$ cat config.mk
export PLATFORM = sky130hd
export DESIGN_NAME = commit_trace_queue
export DESIGN_NICKNAME = d
export VERILOG_FILES = /design/src/rtl/commit_trace_queue_pkg.sv /design/src/rtl/commit_trace_queue_sync_fifo.sv /design/src/rtl/commit_trace_queue.sv
export SDC_FILE = /design/constraint.sdc
export NUM_CORES = 2
export LEC_CHECK = 0
export BUFFER_PORTS_ARGS = -buffer_cell sky130_fd_sc_hd__buf_2
export CAP_MARGIN = 0
export CORE_MARGIN = 2
export CORE_UTILIZATION = 54
export CTS_BUF_LIST = sky130_fd_sc_hd__clkbuf_16
export DETAILED_ROUTE_END_ITERATION = 12
export PLACE_DENSITY = 0.71
export SYNTH_ARGS = -nofsm -noshare
export SYNTH_HDL_FRONTEND = slang
export SYNTH_HIERARCHICAL = 1
export SYNTH_SLANG_ARGS = --single-unit
$ cat constraint.sdc
create_clock -name clk -period 19.8 [get_ports clk]
set_input_delay 0.99 -clock clk [delete_from_list [all_inputs] [get_ports clk]]
set_output_delay 0.99 -clock clk [all_outputs]
set_load 0.005 [all_outputs]
$ cat src/rtl/commit_trace_queue_pkg.sv
// Shared types for the commit trace queue: the packed commit record and the helper
// that applies the x0 write filter before an entry is stored.
package commit_trace_queue_pkg;

    localparam int COMMIT_ENTRY_W = 230;

    typedef struct packed {
        logic [63:0] pc;
        logic [31:0] instr;
        logic [63:0] pre_pc;
        logic        wen;
        logic [4:0]  rd;
        logic [63:0] data;
    } commit_entry_t;

    // Writes to x0 are architecturally dead, so the checker sees wen=0 and data=0.
    function automatic commit_entry_t make_entry(
        input logic [63:0] pc,
        input logic [31:0] instr,
        input logic [63:0] pre_pc,
        input logic        reg_wen,
        input logic [4:0]  rd,
        input logic [63:0] wb_data
    );
        commit_entry_t e;
        e.pc     = pc;
        e.instr  = instr;
        e.pre_pc = pre_pc;
        e.wen    = reg_wen & (rd != 5'd0);
        e.rd     = rd;
        e.data   = e.wen ? wb_data : 64'd0;
        return e;
    endfunction

endpackage

$ cat src/rtl/commit_trace_queue_sync_fifo.sv
// In-order FIFO with flop storage, wrapping pointers and an occupancy count.
// A push is accepted at full only when the head is popped in the same cycle.
module commit_trace_queue_sync_fifo #(
    parameter int WIDTH = 230,
    parameter int DEPTH = 8
) (
    input  logic                       clk,
    input  logic                       rst,
    input  logic                       push_req,
    input  logic [WIDTH-1:0]           wdata,
    input  logic                       pop_req,
    output logic [WIDTH-1:0]           rdata,
    output logic                       empty,
    output logic                       push_ok,
    output logic [$clog2(DEPTH):0]     count_next
);

    localparam int PTR_W = $clog2(DEPTH);
    localparam int CNT_W = PTR_W + 1;

    logic [WIDTH-1:0] mem_q [DEPTH];
    logic [PTR_W-1:0] wr_ptr_q, wr_ptr_d;
    logic [PTR_W-1:0] rd_ptr_q, rd_ptr_d;
    logic [CNT_W-1:0] count_q, count_d;
    logic             full;
    logic             pop_ok;

    assign empty   = (count_q == '0);
    assign full    = (count_q == CNT_W'(DEPTH));
    assign pop_ok  = pop_req & ~empty;
    assign push_ok = push_req & (~full | pop_ok);

    always_comb begin
        wr_ptr_d = wr_ptr_q + PTR_W'(push_ok);
        rd_ptr_d = rd_ptr_q + PTR_W'(pop_ok);
        count_d  = count_q;
        if (push_ok && !pop_ok) begin
            count_d = count_q + CNT_W'(1);
        end else if (pop_ok && !push_ok) begin
            count_d = count_q - CNT_W'(1);
        end
    end

    assign count_next = count_d;

    always_ff @(posedge clk or posedge rst) begin
        if (rst) begin
            wr_ptr_q <= '0;
            rd_ptr_q <= '0;
            count_q  <= '0;
        end else begin
            wr_ptr_q <= wr_ptr_d;
            rd_ptr_q <= rd_ptr_d;
            count_q  <= count_d;
        end
    end

    // Storage carries no reset; the top masks the head while the queue is empty.
    always_ff @(posedge clk) begin
        if (push_ok) begin
            mem_q[wr_ptr_q] <= wdata;
        end
    end

    assign rdata = mem_q[rd_ptr_q];

endmodule

$ cat src/rtl/commit_trace_queue.sv
// Buffers per-cycle commit records after writeback and drains them in order to the
// trace checker; tracks retired count, drop overflow and pipeline back-pressure.
module commit_trace_queue
    import commit_trace_queue_pkg::*;
#(
    parameter int DEPTH     = 8,
    parameter int AFULL_LVL = 2
) (
    input  logic        clk,
    input  logic        rst,
    input  logic        w_commit,
    input  logic [63:0] w_pc,
    input  logic [31:0] w_instr,
    input  logic [63:0] w_pre_pc,
    input  logic        w_reg_wen,
    input  logic [4:0]  w_rd,
    input  logic [63:0] w_wb_data,
    output logic        trace_valid,
    input  logic        trace_ready,
    output logic [63:0] trace_pc,
    output logic [31:0] trace_instr,
    output logic [63:0] trace_pre_pc,
    output logic        trace_wen,
    output logic [4:0]  trace_rd,
    output logic [63:0] trace_data,
    output logic        commit_stall,
    output logic [63:0] instret,
    output logic        overflow
);

    localparam int CNT_W = $clog2(DEPTH) + 1;

    commit_entry_t    push_entry;
    commit_entry_t    head_entry;
    logic             fifo_empty;
    logic             push_ok;
    logic [CNT_W-1:0] count_d;
    logic [CNT_W-1:0] free_d;

    logic        commit_stall_q, commit_stall_d;
    logic [63:0] instret_q, instret_d;
    logic        overflow_q, overflow_d;

    assign push_entry = make_entry(w_pc, w_instr, w_pre_pc, w_reg_wen, w_rd, w_wb_data);

    commit_trace_queue_sync_fifo #(
        .WIDTH (COMMIT_ENTRY_W),
        .DEPTH (DEPTH)
    ) u_fifo (
        .clk        (clk),
        .rst        (rst),
        .push_req   (w_commit),
        .wdata      (push_entry),
        .pop_req    (trace_valid & trace_ready),
        .rdata      (head_entry),
        .empty      (fifo_empty),
        .push_ok    (push_ok),
        .count_next (count_d)
    );

    assign trace_valid = ~fifo_empty;

    // Head fields read as zero whenever nothing is queued, including straight after reset.
    always_comb begin
        trace_pc     = 64'd0;
        trace_instr  = 32'd0;
        trace_pre_pc = 64'd0;
        trace_wen    = 1'b0;
        trace_rd     = 5'd0;
        trace_data   = 64'd0;
        if (trace_valid) begin
            trace_pc     = head_entry.pc;
            trace_instr  = head_entry.instr;
            trace_pre_pc = head_entry.pre_pc;
            trace_wen    = head_entry.wen;
            trace_rd     = head_entry.rd;
            trace_data   = head_entry.data;
        end
    end

    always_comb begin
        free_d         = CNT_W'(DEPTH) - count_d;
        commit_stall_d = (free_d <= CNT_W'(AFULL_LVL));
        instret_d      = instret_q + 64'(push_ok);
        overflow_d     = overflow_q | (w_commit & ~push_ok);
    end

    always_ff @(posedge clk or posedge rst) begin
        if (rst) begin
            commit_stall_q <= 1'b0;
            instret_q      <= 64'd0;
            overflow_q     <= 1'b0;
        end else begin
            commit_stall_q <= commit_stall_d;
            instret_q      <= instret_d;
            overflow_q     <= overflow_d;
        end
    end

    assign commit_stall = commit_stall_q;
    assign instret      = instret_q;
    assign overflow     = overflow_q;

endmodule
==> out/results.txt <==
Register-to-Register Path Depth: 12
hold buffer count at CTS: 0
Crit. End Element: output pin
Setup-failing EPs final: 0
outcome: finished, final reports clean
top post-synthesis cells by count: 1840 x edfxtp_1, 460 x mux4_2, 233 x nor2b_1, 170 x mux2_2, 76 x dfrtp_1
cell with the most instances after synthesis: edfxtp_1
RSZ-0062 raised after global routing: no
Max clock buf depth: 3
CTS-repair resized insts: 0
Async SR Flop Fraction: 3.97%
CTS Root Cell: clkbuf_16
global-route wire length before repair: 230 mm
Buffers on Ports: 530
CTS tree: done
final clock skew: 19.4 ps
Syn-to-layout area delta: 13.6%
H-tree depth: 4
Clock transition at path regs: 60 ps
Routed WL: 156 mm
initial antenna violation count: 51
# rows: 137
Yosys warning count: 6
largest net degree at the start of global routing: 144
layout cells sized above 1: 38.1%
Post-Synth Simple-Gate Area: 3.66%
Die Area: 143000 um^2
Initial DRT Pass Iterations: 5
mux cell area share after synthesis: 17.5%
TritonCTS Sinks: 1916
Internal: 0.00898 W
largest family of logic cells by synthesized area: multiplexers
Final #Nets: 4183
peak supply drop: 0.127 mV
via/cell ratio: 5.79
Syn Area/Cell: 22.6 um^2
xor/xnor share of the synthesized area: 0.767%
Synth Area in Compound Gates: 0.133%
worst min path class: input port to async pin
Clk network pwr share: 27.3%
fin crit period: 5880 ps
vias in the first global route: 36100
Slew @ Worst Pin: 1160 ps
sw frac: 28.7%
Crit path required time: 18810 ps
MaxCap Viol Count: 0
routability cong.: 0.737
Startpoint Class: register
largest cells by area after synthesis: edfxtp_1 73%, mux4_2 14%, mux2_2 2.5%
sequential fraction of the synthesis area: 75.8%
Yosys top cell area share: 73.3%
combinational share of power: 31.0%
Synth area leader: edfxtp_1
R2R Path End: u_fifo/mem_q[5][168]
non-filler cells, final: 6005
Max Fclk: 0.170 GHz
CP Class: register to output pin
Hold Fails Final Rpt: 0
Post-CTS Setup Repair Bufs: 0
Synth Area in Adders: 0.166%
Ports: 531
Final Cycle Share: 29.7%
CTS Buf Count: 189
post-synthesis cell count: 3335
post-synthesis cell type count: 47
DRC viols: 0
FF+latch count, synth: 1916
total gr overflow: 0
Reg2Reg Setup Slack: 14490 ps
Critical R2R Launch: u_fifo/count_q[1]
worst-skew pair later-pin latency: 820 ps
detailed placement HPWL: 82.7 mm
Total GRT Usage: 22.0%
net switching power: 0.00362 W
Die Wd: 378 um
CP arrival: 4890 ps
Crit Path Max Fanout: 108
post-synthesis cell area: 75400 um^2
wire per inst: 26.0 um
Syn Nets: 3579
Final Max Slew Viols: 0
placed insts: 5624
sequential power share: 41.7%
initial core utilization: 54.2%
via count: 34800
overall power: 0.0126 W
max_slew headroom: 22.9%
final core occ: 61.6%
EDFF count, synth: 1840
core area: 139000 um^2
LEAKAGE: 29.1 nW
Synth Flop Type: edfxtp_1
Final ANT Viol Nets: 0
pwr/cell area: 147 nW/um^2
Die Y-Extent: 378 um
Final TNS setup: 0 ps
initial DRC count: 2758
## metrics by stage
step / hold slack (ps) / area (um^2) / setup slack (ps)
after floorplan: 451 / 75400 / 1300
after global placement: 454 / 79600 / 14220
after detailed placement: 467 / 79600 / 14190
after CTS: 150 / 85600 / 13710
after global routing: 218 / 85600 / 13460
final: 214 / 85700 / 13920
## per-layer routing
| layer | wire [um] | global-route usage [%] | vias to the layer above |
|---|---|---|---|
| met5 | 278 | 0 | - |
| met4 | 3980 | 7.03 | 44 |
| met3 | 11200 | 5.83 | 279 |
| met2 | 77000 | 35.5 | 968 |
| met1 | 63600 | 29.4 | 18500 |
| li1 | - | - | 15000 |
## final cells by class
| cell class | count | area (um^2) |
|---|---|---|
| flip-flops and latches | 1916 | 57200 |
| fillers | 9583 | 53300 |
| multi-input cells | 1239 | 16800 |
| clock buffers | 192 | 4800 |
| repair buffers | 578 | 3180 |
| well taps | 1876 | 2350 |
| clock inverters | 163 | 1220 |
| diodes | 26 | 65.1 |
| inverters | 15 | 56.3 |
## cell usage in the layout (no fill, tap or decap), drive strengths merged, types with 2 or more instances in the layout
cell	n
a21oi	4
and2	67
and3	10
and4	5
buf	578
bufinv	15
clkbuf	192
clkinv	88
clkinvlp	4
dfrtp	76
diode	26
edfxtp	1840
ha	10
inv	71
mux2	230
mux2i	3
mux4	460
nand2	28
nand2b	6
nand3	24
nand4	23
nor2	30
nor2b	233
nor3	12
nor4	12
o21ai	3
or4	2
xnor2	31
xor2	35
## registers in the layout (all words and copies together), names as in the netlist
register / flops
u_fifo/mem_q: 1840
instret: 64
u_fifo/count_q: 4
u_fifo/rd_ptr_q: 3
u_fifo/wr_ptr_q: 3
commit_stall: 1
overflow: 1
## how the worst max path moves through the flow
| stage | slack, ps | startpoint | cells past startpoint | to |
|---|---|---|---|---|
| 2_1_floorplan | 1300 | u_fifo/count_q[0] | 10 | u_fifo/mem_q[0][0] |
| 3_3_place_gp | 14220 | trace_ready | 9 | u_fifo/mem_q[5][219] |
| 3_5_place_dp | 14190 | trace_ready | 9 | u_fifo/mem_q[5][219] |
| 4_1_cts | 13710 | u_fifo/rd_ptr_q[0] | 6 | trace_data[28] |
| 5_1_grt | 13460 | u_fifo/rd_ptr_q[0] | 6 | trace_rd[4] |
| 6_report | 13920 | u_fifo/rd_ptr_q[0] | 6 | trace_rd[4] |
## power by group through the flow
stage / Clock (W) / Sequential [W] / Combinational (W)
after CTS: 0.00351 / 0.00526 / 0.00399
after global routing: 0.00367 / 0.00530 / 0.00420
after global placement: 0 / 0.00531 / 0.00395
final: 0.00344 / 0.00525 / 0.00391
after detailed placement: 0 / 0.00534 / 0.00397
after floorplan: 0 / 0.00547 / 0.00284
## critical path, stage by stage, from the launching register on
cell and delay (ps):
dfrtp_4 1050, buf_12 670, buf_4 890, mux4_2 590, mux2_2 270, nor2b_1 170
buf_2 200
## logic make-up (layout without fill, tap and decap cells)
| family | after synthesis | count (layout) |
|---|---|---|
| xor+xnor | 66 | 66 |
| simple gates | 455 | 455 |
| compound gates | 15 | 15 |
| other cells | 0 | 26 |
| mux | 693 | 693 |
| flops | 1916 | 1916 |
| fa+ha+maj | 10 | 10 |
| buf+inv | 180 | 948 |
No activity file was read; power rests on OpenSTA's default activity.
